File: config.mk
export PLATFORM = sky130hd
export DESIGN_NAME = pupil_track_filter
export DESIGN_NICKNAME = d
export VERILOG_FILES = /design/src/rtl/pupil_track_filter.sv
export SDC_FILE = /design/constraint.sdc
export NUM_CORES = 1
export LEC_CHECK = 0
export ABC_AREA = 1
export BUFFER_PORTS_ARGS = -buffer_cell sky130_fd_sc_hd__buf_2
export CELL_PAD_IN_SITES_DETAIL_PLACEMENT = 1
export CELL_PAD_IN_SITES_GLOBAL_PLACEMENT = 1
export CORE_MARGIN = 2
export CORE_UTILIZATION = 45
export CTS_CLUSTER_DIAMETER = 150
export DETAILED_ROUTE_END_ITERATION = 10
export GPL_TIMING_DRIVEN = 0
export MAX_ROUTING_LAYER = met4
export PLACE_DENSITY = 0.87
export SLEW_MARGIN = 10
export SYNTH_ARGS = -nofsm -noshare
export SYNTH_HDL_FRONTEND = slang
export SYNTH_SLANG_ARGS = --single-unit
File: constraint.sdc
create_clock -name clk -period 3.7 [get_ports clk]
set_input_delay 0.555 -clock clk [delete_from_list [all_inputs] [get_ports clk]]
set_output_delay 0.555 -clock clk [all_outputs]
set_load 0.03 [all_outputs]
File: src/rtl/pupil_track_filter.sv
// Per-frame pupil tracker: takes the locator's two candidates, sorts them into left/right eye,
// gates out implausible jumps, smooths each axis with a fixed-point IIR and tracks lock state.
module pupil_track_filter #(
  parameter logic [10:0] IMG_HDISP   = 11'd1280,
  parameter logic [10:0] IMG_VDISP   = 11'd720,
  parameter int          SAMPLE_DLY  = 4,
  parameter int          JUMP_TH     = 64,
  parameter int          SHIFT       = 2,
  parameter int          ACQ_FRAMES  = 3,
  parameter int          HOLD_FRAMES = 8
) (
  input  logic        clk,
  input  logic        rst_n,
  input  logic        frame_vsync,
  input  logic [10:0] x_max_1,
  input  logic [10:0] x_max_2,
  input  logic [15:0] y_max_1,
  input  logic [15:0] y_max_2,
  input  logic        coords_valid,
  output logic [10:0] left_x,
  output logic [9:0]  left_y,
  output logic [10:0] right_x,
  output logic [9:0]  right_y,
  output logic [1:0]  track_state,
  output logic        out_valid,
  output logic        frame_done
);

  typedef enum logic [1:0] {
    ST_SEARCH  = 2'd0,
    ST_ACQUIRE = 2'd1,
    ST_TRACK   = 2'd2,
    ST_HOLD    = 2'd3
  } state_t;

  typedef enum logic [1:0] {F_KEEP, F_LOAD, F_UPDATE, F_CLEAR} fop_t;

  localparam logic [3:0] DLY_N  = 4'(SAMPLE_DLY);
  localparam logic [2:0] ACQ_N  = 3'(ACQ_FRAMES);
  localparam logic [3:0] HOLD_N = 4'(HOLD_FRAMES);

  // Accumulators carry 4 fractional bits; the integer part is the output.
  function automatic logic [14:0] iir_x(input logic [14:0] f, input logic [10:0] s);
    logic signed [15:0] diff;
    logic signed [15:0] sum;
    diff = $signed({1'b0, s, 4'b0000}) - $signed({1'b0, f});
    sum  = $signed({1'b0, f}) + (diff >>> SHIFT);
    return 15'(sum);
  endfunction

  function automatic logic [13:0] iir_y(input logic [13:0] f, input logic [9:0] s);
    logic signed [14:0] diff;
    logic signed [14:0] sum;
    diff = $signed({1'b0, s, 4'b0000}) - $signed({1'b0, f});
    sum  = $signed({1'b0, f}) + (diff >>> SHIFT);
    return 14'(sum);
  endfunction

  function automatic logic within_th(input logic [10:0] s, input logic [10:0] f);
    logic [11:0] d;
    d = (s >= f) ? ({1'b0, s} - {1'b0, f}) : ({1'b0, f} - {1'b0, s});
    return d <= 12'(JUMP_TH);
  endfunction

  // ---------------- sample strobe ----------------
  logic       vsync_q;
  logic [3:0] dly_cnt;
  logic       dly_busy;
  logic       vs_fall;
  logic       smp;

  assign vs_fall = vsync_q & ~frame_vsync;
  assign smp     = dly_busy & (dly_cnt == 4'd0);

  // NOTE: sequential state uses non-blocking assignments so every register samples pre-edge values.
  always_ff @(posedge clk or negedge rst_n) begin
    if (!rst_n) begin
      vsync_q  <= 1'b0;
      dly_cnt  <= 4'd0;
      dly_busy <= 1'b0;
    end else begin
      vsync_q <= frame_vsync;
      if (vs_fall) begin
        dly_cnt  <= DLY_N;
        dly_busy <= 1'b1;
      end else if (smp) begin
        dly_busy <= 1'b0;
      end else if (dly_busy) begin
        dly_cnt <= dly_cnt - 4'd1;
      end
    end
  end

  // ---------------- stage 1: sort and qualify ----------------
  logic [14:0] f_lx, f_rx;
  logic [13:0] f_ly, f_ry;

  logic        a_left;
  logic [10:0] lx_c, rx_c;
  logic [9:0]  ly_c, ry_c;
  logic        good_c, near_c;

  assign a_left = (x_max_1 <= x_max_2);
  assign lx_c   = a_left ? x_max_1 : x_max_2;
  assign rx_c   = a_left ? x_max_2 : x_max_1;
  assign ly_c   = a_left ? y_max_1[9:0] : y_max_2[9:0];
  assign ry_c   = a_left ? y_max_2[9:0] : y_max_1[9:0];

  assign good_c = coords_valid
                & (x_max_1 < IMG_HDISP) & (x_max_2 < IMG_HDISP)
                & (y_max_1 < {5'd0, IMG_VDISP}) & (y_max_2 < {5'd0, IMG_VDISP});

  assign near_c = good_c
                & within_th(lx_c, f_lx[14:4]) & within_th({1'b0, ly_c}, {1'b0, f_ly[13:4]})
                & within_th(rx_c, f_rx[14:4]) & within_th({1'b0, ry_c}, {1'b0, f_ry[13:4]});

  logic        s1_v, s1_good, s1_near;
  logic [10:0] s1_lx, s1_rx;
  logic [9:0]  s1_ly, s1_ry;

  always_ff @(posedge clk or negedge rst_n) begin
    if (!rst_n) begin
      s1_v    <= 1'b0;
      s1_good <= 1'b0;
      s1_near <= 1'b0;
      s1_lx   <= '0;
      s1_rx   <= '0;
      s1_ly   <= '0;
      s1_ry   <= '0;
    end else begin
      s1_v <= smp;
      if (smp) begin
        s1_good <= good_c;
        s1_near <= near_c;
        s1_lx   <= lx_c;
        s1_rx   <= rx_c;
        s1_ly   <= ly_c;
        s1_ry   <= ry_c;
      end
    end
  end

  // ---------------- stage 2: FSM and filters ----------------
  state_t     state, state_n;
  logic [2:0] acq, acq_n, acq_inc;
  logic [3:0] miss, miss_n, miss_inc;
  fop_t       fop;

  assign acq_inc  = (acq == 3'd7)   ? acq  : acq + 3'd1;
  assign miss_inc = (miss == 4'd15) ? miss : miss + 4'd1;

  // NOTE: every always_comb output gets a default first, so no path can infer a latch.
  always_comb begin
    state_n = state;
    acq_n   = acq;
    miss_n  = miss;
    fop     = F_KEEP;
    if (s1_v) begin
      unique case (state)
        ST_SEARCH: begin
          if (s1_good) begin
            fop     = F_LOAD;
            acq_n   = 3'd1;
            state_n = ST_ACQUIRE;
          end else begin
            fop    = F_CLEAR;
            acq_n  = 3'd0;
            miss_n = 4'd0;
          end
        end
        ST_ACQUIRE: begin
          if (s1_near) begin
            fop   = F_UPDATE;
            acq_n = acq_inc;
            if (acq_inc == ACQ_N) state_n = ST_TRACK;
          end else if (s1_good) begin
            fop   = F_LOAD;
            acq_n = 3'd1;
          end else begin
            fop     = F_CLEAR;
            acq_n   = 3'd0;
            state_n = ST_SEARCH;
          end
        end
        ST_TRACK: begin
          if (s1_near) begin
            fop    = F_UPDATE;
            miss_n = 4'd0;
          end else if (HOLD_FRAMES == 1) begin
            fop     = F_CLEAR;
            acq_n   = 3'd0;
            miss_n  = 4'd0;
            state_n = ST_SEARCH;
          end else begin
            miss_n  = 4'd1;
            state_n = ST_HOLD;
          end
        end
        ST_HOLD: begin
          if (s1_near) begin
            fop     = F_UPDATE;
            miss_n  = 4'd0;
            state_n = ST_TRACK;
          end else if (miss_inc == HOLD_N) begin
            fop     = F_CLEAR;
            acq_n   = 3'd0;
            miss_n  = 4'd0;
            state_n = ST_SEARCH;
          end else begin
            miss_n = miss_inc;
          end
        end
        default: state_n = ST_SEARCH;
      endcase
    end
  end

  always_ff @(posedge clk or negedge rst_n) begin
    if (!rst_n) begin
      state      <= ST_SEARCH;
      acq        <= 3'd0;
      miss       <= 4'd0;
      frame_done <= 1'b0;
      f_lx       <= '0;
      f_rx       <= '0;
      f_ly       <= '0;
      f_ry       <= '0;
    end else begin
      state      <= state_n;
      acq        <= acq_n;
      miss       <= miss_n;
      frame_done <= s1_v;
      unique case (fop)
        F_LOAD: begin
          f_lx <= {s1_lx, 4'b0000};
          f_rx <= {s1_rx, 4'b0000};
          f_ly <= {s1_ly, 4'b0000};
          f_ry <= {s1_ry, 4'b0000};
        end
        F_UPDATE: begin
          f_lx <= iir_x(f_lx, s1_lx);
          f_rx <= iir_x(f_rx, s1_rx);
          f_ly <= iir_y(f_ly, s1_ly);
          f_ry <= iir_y(f_ry, s1_ry);
        end
        F_CLEAR: begin
          f_lx <= '0;
          f_rx <= '0;
          f_ly <= '0;
          f_ry <= '0;
        end
        default: ;
      endcase
    end
  end

  assign left_x      = f_lx[14:4];
  assign left_y      = f_ly[13:4];
  assign right_x     = f_rx[14:4];
  assign right_y     = f_ry[13:4];
  assign track_state = state;
  assign out_valid   = (state == ST_TRACK) | (state == ST_HOLD);

endmodule

==> key figures, run 1 <==
Outcome
  – Status: finished, violations left
  – Violations in the final reports: hold timing, setup timing

STA
  – Maximum clock skew at final layout: ~20 ps
  – Worst hold slack: -9.60 ps
  – Final Hold Violating Endpoints: 4
  – Minimum setup slack in the final design: -679 ps
  – Final worst path period need: about 4400 ps
  – Number of setup violations in the final report: 7
  – Max Clk Rate: around 0.23 GHz
  – Rel. slew slack: 0.233
  – Setup tns final: -1250 ps
  – Fin crit share: 1.18
  – Final number of max-transition violations: 0
  – Setup repair after global routing missed its margin: yes
  – Transition time at the pin with the least slew margin: 1140 ps

Route
  – Total wire length: 72600 microns
  – Detailed-route vias per instance: 6.18
  – Detail-routed net length per standard cell: 24.7 microns
  – Number of antenna-violating nets in the routed design: 0
  – Number of design rule violations left after detail routing: 0
  – Iteration-0 DRC count of the detailed router: ~1500
  – Detailed-route via count: between 15000 and 20000
  – Pre-Repair DR Iteration Count: 8

Yosys
  – Cell type with the largest total area after synthesis: dfrtp_1
  – Synthesized flop and latch total: ~120
  – Portion of the post-synthesis area used by sequential elements: 0.199
  – Main synth FF type: dfrtp_1
  – Top-area cell type share of the netlist area: 0.199
  – EDFF count, synth: 0
  – Mapped Avg Cell Area: about 6.6 sq um
  – Most common cell in the synthesized netlist: nand2_1
  – Leading post-synthesis cells by cell area: dfrtp_1, ha_1, nand2_1
  – Number of instances in the synthesized netlist: 2270
  – Syn Nets: 2522
  – Number of unique standard cell types used by synthesis: 58
  – Total number of yosys warnings: 0
  – Cell area after technology mapping: approximately 15000 sq um
  – Commonest cells in the synthesized netlist: nand2_1, inv_1, ha_1, o21ai_0, a21oi_1
  – Proportion of register bits with asynchronous set or reset after synthesis: 1.00

Worst setup path
  – Worst path arrival time: ~4800 ps
  – Max incr delay on CP: roughly 880 ps
  – Master of the slowest instance on the critical path: o21ai_0
  – Logic depth of the worst register-to-register path: 22
  – Maximum fanout encountered on the critical timing path: 7
  – Endpoint kind of the worst setup timing path: flip-flop
  – Setup slack on the worst flop-to-flop path: -210 ps
  – Kind of critical path: input pin to flip-flop
  – Origin of the critical flop-to-flop path: f_lx[1]$_DFFE_PN0P_
  – FF-to-FF End: f_lx[13]$_DFFE_PN0P_
  – Required time of the critical path: just over 4000 ps
  – Critical Path Start Type: input pin

Final layout
  – Synthesis-to-layout area growth: 27.5%
  – Final cell count without fillers: 2943
  – Share of final-layout standard cells stronger than drive strength 1: 0.233
  – Number of nets in the layout: ~2700

Place
  – Placed insts: 2816
  – Pre-CTS setup slack: -2540 ps
  – Gpl congestion: ~0.96
  – Number of port buffers: 103
  – Post-detailed-placement half-perimeter wirelength: 43400 microns

Clock tree
  – Clock tree from TritonCTS: yes
  – Longest Clk Path Bufs: 2
  – Skew-Pair Late Insertion Delay: roughly 460 ps
  – CTS sink count: approximately 120
  – Root Driver: clkbuf_16
  – Count of H-tree levels built during CTS: 4
  – Number of buffers added to fix hold violations after cts: 0
  – Number of CTS-inserted buffers: 17
  – Reg clk slew, reported paths: roughly 70 ps

Floorplanning
  – Number of ports placed on the die boundary: 104
  – Chip width: between 150 and 200 microns
  – Die ar.: about 35000 sq um
  – Die span in y: 186 microns
  – Effective utilization at floorplan: 0.459
  – Core region area: between 30000 and 40000 sq um
  – Number of standard-cell rows in the floorplan: 66

Global route
  – Global-route wire length before repair: around 100000 microns
  – Initial antenna violation count: 0
  – Met2 GRT Util: 0.614
  – GR met3 Demand/Resource: 0.0752
  – Global Route met1 Usage: 0.420
  – Number of global-route vias before repair: between 15000 and 20000
  – Global route hottest layer: met2
  – Global Route Usage Sum: 0.374
  – Largest net degree at the start of global routing: 85
  – Total congestion overflow after global routing: 0

Min path
  – Kind of path behind the tightest hold check: input pin to asynchronous set/reset pin

Job
  – Max Cap Violations: 0
cells in the final DEF (no fill, tap or decap), types with 12 or more instances in the layout:
cell type and instances:
nor3_1 16, nand2_2 39, nand3_1 81, inv_1 351, inv_4 13, o21bai_1 13
clkbuf_1 17, o21ai_2 27, inv_2 19, nor2_4 18, dfrtp_1 108, buf_4 128
buf_6 23, ha_4 34, buf_2 96, a21oi_2 27, nand2_1 501, xor2_1 66
a21oi_1 138, a21o_1 17, o21ai_1 87, ha_1 152, nor2_1 122, nand2_4 12
clkbuf_16 26, o21ai_0 136, xnor2_1 12
area by class of cell:
class / instances / area, sq um
antenna: 2 / 5.00
buffer: 84 / 734
clock buffer: 22 / 464
clock inverter: 9 / 101
fill: 4188 / 13600
inverter: 387 / 1500
multi-input combinational: 1679 / 11300
sequential: 119 / 2990
tap: 442 / 553
timing repair buffer: 199 / 1460
timing repair:
| item | in CTS | in global routing |
|---|---|---|
| gates resized for setup | 279 | 141 |
| pin swaps | 55 | 76 |
| gates cloned | 4 | 2 |
| setup endpoints to repair | 9 | 21 |
| buffers inserted | 44 | 47 |
routing by layer:
metal  part of all wire  vias up
li1                   -     7824
met1               0.37     8841
met2               0.46     1049
met3              0.086      460
met4              0.079        0
met5                  0        -
per-stage QoR:
stage / instance area, sq um / utilization
finish: 19100 / 0.584
global route: 19100 / 0.584
CTS: 18100 / 0.556
detailed placement: 16100 / 0.492
global placement: 16000 / 0.491
floorplan: 15000 / -
registers in the layout, indices dropped and copies added (netlist names), 10 cells and up, named ones only:
name and count:
f_lx 15, f_rx 15, f_ry 14, s1_ry 10, s1_rx 11, f_ly 14
s1_ly 10, s1_lx 11
worst max path at each step:
stage,slack (ps),startpoint,end,depth (start not counted)
3_5_place_dp,-2540,x_max_2[8],s1_near$_DFFE_PN0P_,29
5_1_grt,-730,x_max_2[8],s1_near$_DFFE_PN0P_,27
2_1_floorplan,50,x_max_2[10],s1_near$_DFFE_PN0P_,31
6_report,-680,x_max_1[7],s1_near$_DFFE_PN0P_,25
4_1_cts,-180,x_max_2[10],s1_near$_DFFE_PN0P_,34
3_3_place_gp,-2430,x_max_2[8],s1_near$_DFFE_PN0P_,29
worst max-delay path, delay by kind of cell:
| family | cells | cell delay (ps) |
|---|---|---|
| and+or+nand+nor | 15 | 1480 |
| AOI/OAI and AO/OA | 3 | 1320 |
| adders and majority gates | 2 | 740 |
| buffers and inverters | 5 | 640 |
kinds of logic (layout without fill, tap and decap cells):
kind of cell    count (synthesis)  count (layout)  share of synthesized area
xor+xnor                       79              79                     0.0463
flops                         119             119                      0.199
other cells                     0               2                          0
fa+ha+maj                     194             194                      0.164
buf+inv                       474             701                      0.135
simple gates                  844             846                      0.240
compound gates                560             560                      0.215
Power of run 1 is left out: the tool's default activity adds up to more than one toggle a clock period on the data nets, which glitch-free logic cannot reach.
==> run 2, diff against run 1 <==
- CTS_BUF_LIST: not set -> sky130_fd_sc_hd__clkbuf_16
==> run 2 against run 1 <==
Effect of this change: the run ends with setup timing left; largest cell class unchanged; flip-flop and latch count unchanged; global-route usage up 0.14 points; setup slack got worse by 200 ps.
==> key figures, run 2 (synthesis results as in run 1) <==
Worst setup path
  – Critical Path Start Type: input pin
  – Maximum fanout encountered on the critical timing path: 7 (unchanged)
  – Master of the slowest instance on the critical path: o21ai_0
  – Max incr delay on CP: 930 ps (+50 ps)
  – Required time of the critical path: 4090 ps (about the same)
  – Endpoint kind of the worst setup timing path: flip-flop
  – Worst path arrival time: 4970 ps (+200 ps)
  – Kind of critical path: input pin to flip-flop
  – Crit-path most repeated cell: nor2_1

Global route
  – Number of global-route vias before repair: 18541 (+0.032%)
  – Global-route wire length before repair: 100000 microns (+0.22%)
  – Initial antenna violation count: 2 (+2)
  – Total congestion overflow after global routing: 0 (unchanged)
  – Largest net degree at the start of global routing: 85 (unchanged)
  – Global Route Usage Sum: 0.376 (+0.00141)

Job
  – Max Cap Violations: 0 (unchanged)

Place
  – Number of port buffers: 103 (unchanged)
  – Gpl congestion: 0.955 (unchanged)
  – Post-detailed-placement half-perimeter wirelength: 43400 microns (unchanged)

Floorplanning
  – Effective utilization at floorplan: 0.459 (unchanged)
  – Number of standard-cell rows in the floorplan: 66 (unchanged)
  – Core region area: 32600 sq um (unchanged)
  – Number of ports placed on the die boundary: 104 (unchanged)
  – Chip width: 186 microns (unchanged)
  – Die ar.: 34700 sq um (unchanged)
  – Die span in y: 186 microns (unchanged)

Final layout
  – Most common cell after layout, fill and taps aside: nand2_1
  – Number of fill cells: 4177 (-0.26%)
  – Share of final-layout standard cells stronger than drive strength 1: 0.246 (+0.0131)
  – Most frequent cells in the layout: nand2_1, inv_1, ha_1
  – Number of nets in the layout: 2748 (+0.33%)
  – Top Registers: f_lx (15), f_rx (15)
  – Synthesis-to-layout area growth: 28.8%

Route
  – Pre-Repair DR Iteration Count: 6 (-2)
  – Detail-routed net length per standard cell: 25.8 microns (+4.4%)
  – Number of antenna-violating nets in the routed design: 0 (unchanged)
  – Number of design rule violations left after detail routing: 0 (unchanged)
  – Iteration-0 DRC count of the detailed router: 1837 (+23%)
  – Detailed-route vias per instance: 6.28 (+1.8%)
  – Detailed-route via count: 18562 (+2.1%)
  – Total wire length: 76100 microns (+4.8%)

Clock tree
  – Number of CTS-inserted buffers: 17 (unchanged)
  – Clock tree from TritonCTS: yes
  – CTS sink count: 119 (unchanged)
  – Reg clk slew, reported paths: 60 ps (about the same)
  – Count of H-tree levels built during CTS: 4 (unchanged)
  – Longest Clk Path Bufs: 2 (unchanged)
  – Root Driver: clkbuf_16
  – Skew-Pair Late Insertion Delay: 470 ps (about the same)
  – Number of buffers added to fix hold violations after cts: 0 (unchanged)

STA
  – Maximum clock skew at final layout: 20.9 ps (+1.39 ps)
  – Final Hold Violating Endpoints: 0 (-4)
  – Setup repair after global routing missed its margin: yes
  – Transition time at the pin with the least slew margin: 1210 ps (+74.9 ps)
  – Final number of max-transition violations: 0 (unchanged)
  – Rel. slew slack: 0.183 (-0.0504)
  – Setup tns final: -1260 ps (-13.1 ps)
  – Number of setup violations in the final report: 4 (-3)
  – Minimum setup slack in the final design: -874 ps (-196 ps)
  – Fin crit share: 1.24 (+0.0529)
  – Final worst path period need: 4570 ps (+196 ps)
  – Max Clk Rate: 0.219 GHz (-4.3%)
  – Worst hold slack: 0.223 ps (+9.82 ps)

Min path
  – Kind of path behind the tightest hold check: input pin to asynchronous set/reset pin

Outcome
  – Status: finished, violations left
  – Violations in the final reports: setup timing
-- run 2: cell count changes in the layout (fill, tap and decap cells not counted), moves of 4 or more --
cell     previous run  this run
ha_1              152       148
inv_2              19        23
buf_4             128       135
nor2_1            122       118
nand2_2            39        46
o21ai_1            87        83
nand2_1           501       492
-- run 2: path summary, 6_finish.rpt --
path | startpoint | to | slack, ps | cells past startpoint
min in group clk | frame_vsync | vsync_q$_DFF_PN0_ | 220 | 1
max | x_max_2[8] | s1_near$_DFFE_PN0P_ | -870 | 26
min | rst_n | s1_rx[1]$_DFFE_PN0P_ | 0.2 | 1
min reg2reg | dly_cnt[3]$_DFFE_PN0P_ | dly_cnt[3]$_DFFE_PN0P_ | 480 | 1
max in group asynchronous | rst_n | f_ry[4]$_DFFE_PN0P_ | 2840 | 2
max reg2reg | s1_rx[1]$_DFFE_PN0P_ | f_rx[13]$_DFFE_PN0P_ | -200 | 23
-- run 2: worst max-delay path, delay by kind of cell --
kind | cells | cell delay [ps]
AOI/OAI and AO/OA | 3 | 1400
adders and majority gates | 2 | 790
buffers and inverters | 5 | 520
and+or+nand+nor | 16 | 1660
-- run 2: repair_timing --
| item | CTS | global route |
|---|---|---|
| buffers inserted | 42 | 60 |
| gates resized for setup | 280 | 172 |
| gates cloned | 4 | 1 |
| endpoints found under the setup margin | 9 | 19 |
| pin swaps | 56 | 79 |
-- run 2: final cells by class --
type                    instances  area [sq um]  share of cell area
repair buffers                210          1580              0.0818
flip-flops and latches        119          2990               0.155
multi-input cells            1678         11400               0.591
plain buffers                  83           719              0.0373
clock inverters                14           120             0.00624
diodes                          4          10.0            0.000520
clock buffers                  17           425              0.0221
inverters                     387          1490              0.0771
well taps                     442           553              0.0287
-- run 2: layer usage --
| layer | wire length, microns | vias to the layer above | track usage |
|---|---|---|---|
| li1 | - | 7850 | - |
| met1 | 27700 | 8973 | 0.421 |
| met2 | 35100 | 1227 | 0.618 |
| met3 | 6690 | 512 | 0.0705 |
| met4 | 6600 | 0 | 0.235 |
| met5 | 0 | - | - |
-- run 2: through the flow --
step / cell area, sq um / setup WS (ps) / instances / util
global route: 19300 / -954 / 2952 / 0.590
detailed placement: 16100 / -2540 / 2816 / 0.492
global placement: 16000 / -2430 / 2815 / 0.491
finish: 19300 / -874 / 2954 / 0.591
CTS: 18100 / -178 / 2891 / 0.555
floorplan: 15000 / 47.1 / 2270 / -
Power of run 2 is left out for the same reason.
==> run 3, diff against run 2 <==
- CORE_UTILIZATION: 45 -> 40
- PLACE_DENSITY: 0.87 -> 0.8
- clock period: 3.7 -> 4.7 ns (I/O delays scaled with it)
==> run 3 against run 2 <==
Effect of this change: the flow now finishes without violations; register-to-register slack better by 1000 ps; via count down 16%; critical path type unchanged; flip-flop and latch count unchanged; worst hold slack better by 290 ps; non-clock buffer count down 98; global-route usage down 8.3 points; critical endpoint unchanged; clock skew down 5.1 ps.
==> key figures, run 3 (synthesis results as in run 1) <==
Outcome
  – Status: finished clean

STA
  – Rel. slew slack: 0.431 (+0.248)
  – Final number of max-transition violations: 0 (unchanged)
  – Transition time at the pin with the least slew margin: 851 ps (-362 ps)
  – Maximum clock skew at final layout: 15.8 ps (-5.15 ps)
  – Number of setup violations in the final report: 0 (-4)
  – Final Hold Violating Endpoints: 0 (unchanged)
  – Fin crit share: 0.960
  – Worst hold slack: 285 ps (+285 ps)
  – Max Clk Rate: about 0.22 GHz
  – Final worst path period need: between 4000 and 5000 ps
  – Setup tns final: 0 ps (+1260 ps)
  – Minimum setup slack in the final design: 190 ps (+1060 ps)

Clock tree
  – Number of CTS-inserted buffers: 17 (unchanged)
  – CTS sink count: 119 (unchanged)
  – Longest Clk Path Bufs: 2 (unchanged)
  – Reg clk slew, reported paths: 50 ps (about the same)
  – Clock tree from TritonCTS: yes
  – Count of H-tree levels built during CTS: 4 (unchanged)
  – Skew-Pair Late Insertion Delay: 450 ps (-20 ps)
  – Root Driver: clkbuf_16
  – Number of buffers added to fix hold violations after cts: 0 (unchanged)

Route
  – Total wire length: 54300 microns (-29%)
  – Detail-routed net length per standard cell: 18.8 microns (-27%)
  – Detailed-route via count: 15676 (-16%)
  – Number of design rule violations left after detail routing: 0 (unchanged)
  – Pre-Repair DR Iteration Count: 5 (-1)
  – Iteration-0 DRC count of the detailed router: 753 (-59%)
  – Number of antenna-violating nets in the routed design: 0 (unchanged)
  – Detailed-route vias per instance: 5.44 (-13%)

Floorplanning
  – Chip width: 197 microns (+5.9%)
  – Die ar.: 39000 sq um (+12%)
  – Die span in y: 197 microns (+5.9%)
  – Number of ports placed on the die boundary: 104 (unchanged)
  – Effective utilization at floorplan: 0.408 (-0.0510)
  – Core region area: 36700 sq um (+13%)
  – Number of standard-cell rows in the floorplan: 70 (+6.1%)

Final layout
  – Number of nets in the layout: 2650 (-3.6%)
  – Synthesis-to-layout area growth: 13.8%
  – Area of all placed cells without fillers: 17000 sq um (-12%)
  – Share of final-layout standard cells stronger than drive strength 1: 0.131 (-0.115)
  – Area of the multi-input gates: 10200 sq um (-11%)
  – Reg area: 2980 sq um (-0.54%)
  – Number of fill cells: 4900 (+17%)
  – Most frequent cells in the layout: nand2_1, inv_1, ha_1, a21oi_1, o21ai_0
  – Most common cell after layout, fill and taps aside: nand2_1
  – Top Registers: f_lx (15), f_rx (15)

Place
  – Gpl congestion: 0.942 (-1.4%)
  – Post-detailed-placement half-perimeter wirelength: 43900 microns (+1.3%)
  – Number of port buffers: 103 (unchanged)
  – Post-Place Cell Area: 16100 sq um (+0.18%)
  – Pre-CTS setup slack: -1870 ps (+673 ps)

Global route
  – Met2 GRT Util: 0.486 (-0.132)
  – GR met3 Demand/Resource: 0.0374 (-0.0331)
  – Global Route met1 Usage: 0.362 (-0.0589)
  – Global Route Usage Sum: 0.293 (-0.0828)
  – Global-route wire length before repair: 86500 microns (-14%)
  – Initial antenna violation count: 5 (+3)
  – Total congestion overflow after global routing: 0 (unchanged)
  – Number of global-route vias before repair: 16529 (-11%)
  – Global route hottest layer: met2
  – Largest net degree at the start of global routing: 66 (-22%)

Worst setup path
  – Required time of the critical path: 5080 ps (+990 ps)
  – Master of the slowest instance on the critical path: o21ai_4
  – Max incr delay on CP: 320 ps (-610 ps)
  – Worst path arrival time: 4890 ps (-80 ps)
  – Critical Path Start Type: input pin
  – Kind of critical path: input pin to flip-flop
  – Crit-path most repeated cell: nand2_1
  – Endpoint kind of the worst setup timing path: flip-flop
  – Setup slack on the worst flop-to-flop path: 820 ps (+1020 ps)
  – Logic depth of the worst register-to-register path: 21 (-8.7%)
  – Maximum fanout encountered on the critical timing path: 10 (+3)

Job
  – Max Cap Violations: 0 (unchanged)

Min path
  – Kind of path behind the tightest hold check: input pin to asynchronous set/reset pin
[run 3: per-layer routing]
layer / vias up / share of wire
met5: - / 0
li1: 7651 / -
met4: 0 / 0.036
met2: 351 / 0.47
met3: 93 / 0.046
met1: 7581 / 0.45
[run 3: repair_timing]
| item | 4_1_cts | 5_1_grt |
|---|---|---|
| endpoints found under the setup margin | 1 | 1 |
| pin swaps | 1 | 11 |
| setup buffers | 0 | 4 |
| gates resized for setup | 46 | 73 |
| gates cloned | 0 | 1 |
[run 3: worst max-delay path: cells and delay by family]
kind	cells	cell delay [ps]
AND/OR/NAND/NOR	17	2090
buffers and inverters	7	790
AO/OA/AOI/OAI	4	730
adder cells (fa/ha/maj)	2	550
[run 3: cell type report]
| cell class | instances | share of cell area |
|---|---|---|
| antenna | 5 | 0.000735 |
| sequential | 119 | 0.175 |
| clock buffer | 17 | 0.0250 |
| timing repair buffer | 108 | 0.0340 |
| tap | 468 | 0.0344 |
| clock inverter | 15 | 0.0113 |
| inverter | 387 | 0.0855 |
| multi-input combinational | 1678 | 0.597 |
| buffer | 87 | 0.0367 |
[run 3: worst paths after layout]
check,start,to
setup / recovery,x_max_2[10],s1_near$_DFFE_PN0P_
hold / removal,rst_n,f_rx[6]$_DFFE_PN0P_
setup reg to reg,f_lx[7]$_DFFE_PN0P_,f_lx[12]$_DFFE_PN0P_
hold reg to reg,dly_cnt[3]$_DFFE_PN0P_,dly_cnt[3]$_DFFE_PN0P_
max in group asynchronous,rst_n,f_lx[14]$_DFFE_PN0P_
min in group clk,frame_vsync,vsync_q$_DFF_PN0_
[run 3: through the flow]
| stage | instances | util |
|---|---|---|
| floorplan | 2270 | - |
| global placement | 2841 | 0.438 |
| detailed placement | 2842 | 0.438 |
| CTS | 2874 | 0.457 |
| global route | 2884 | 0.464 |
| finish | 2884 | 0.464 |
Power of run 3 is left out for the same reason.
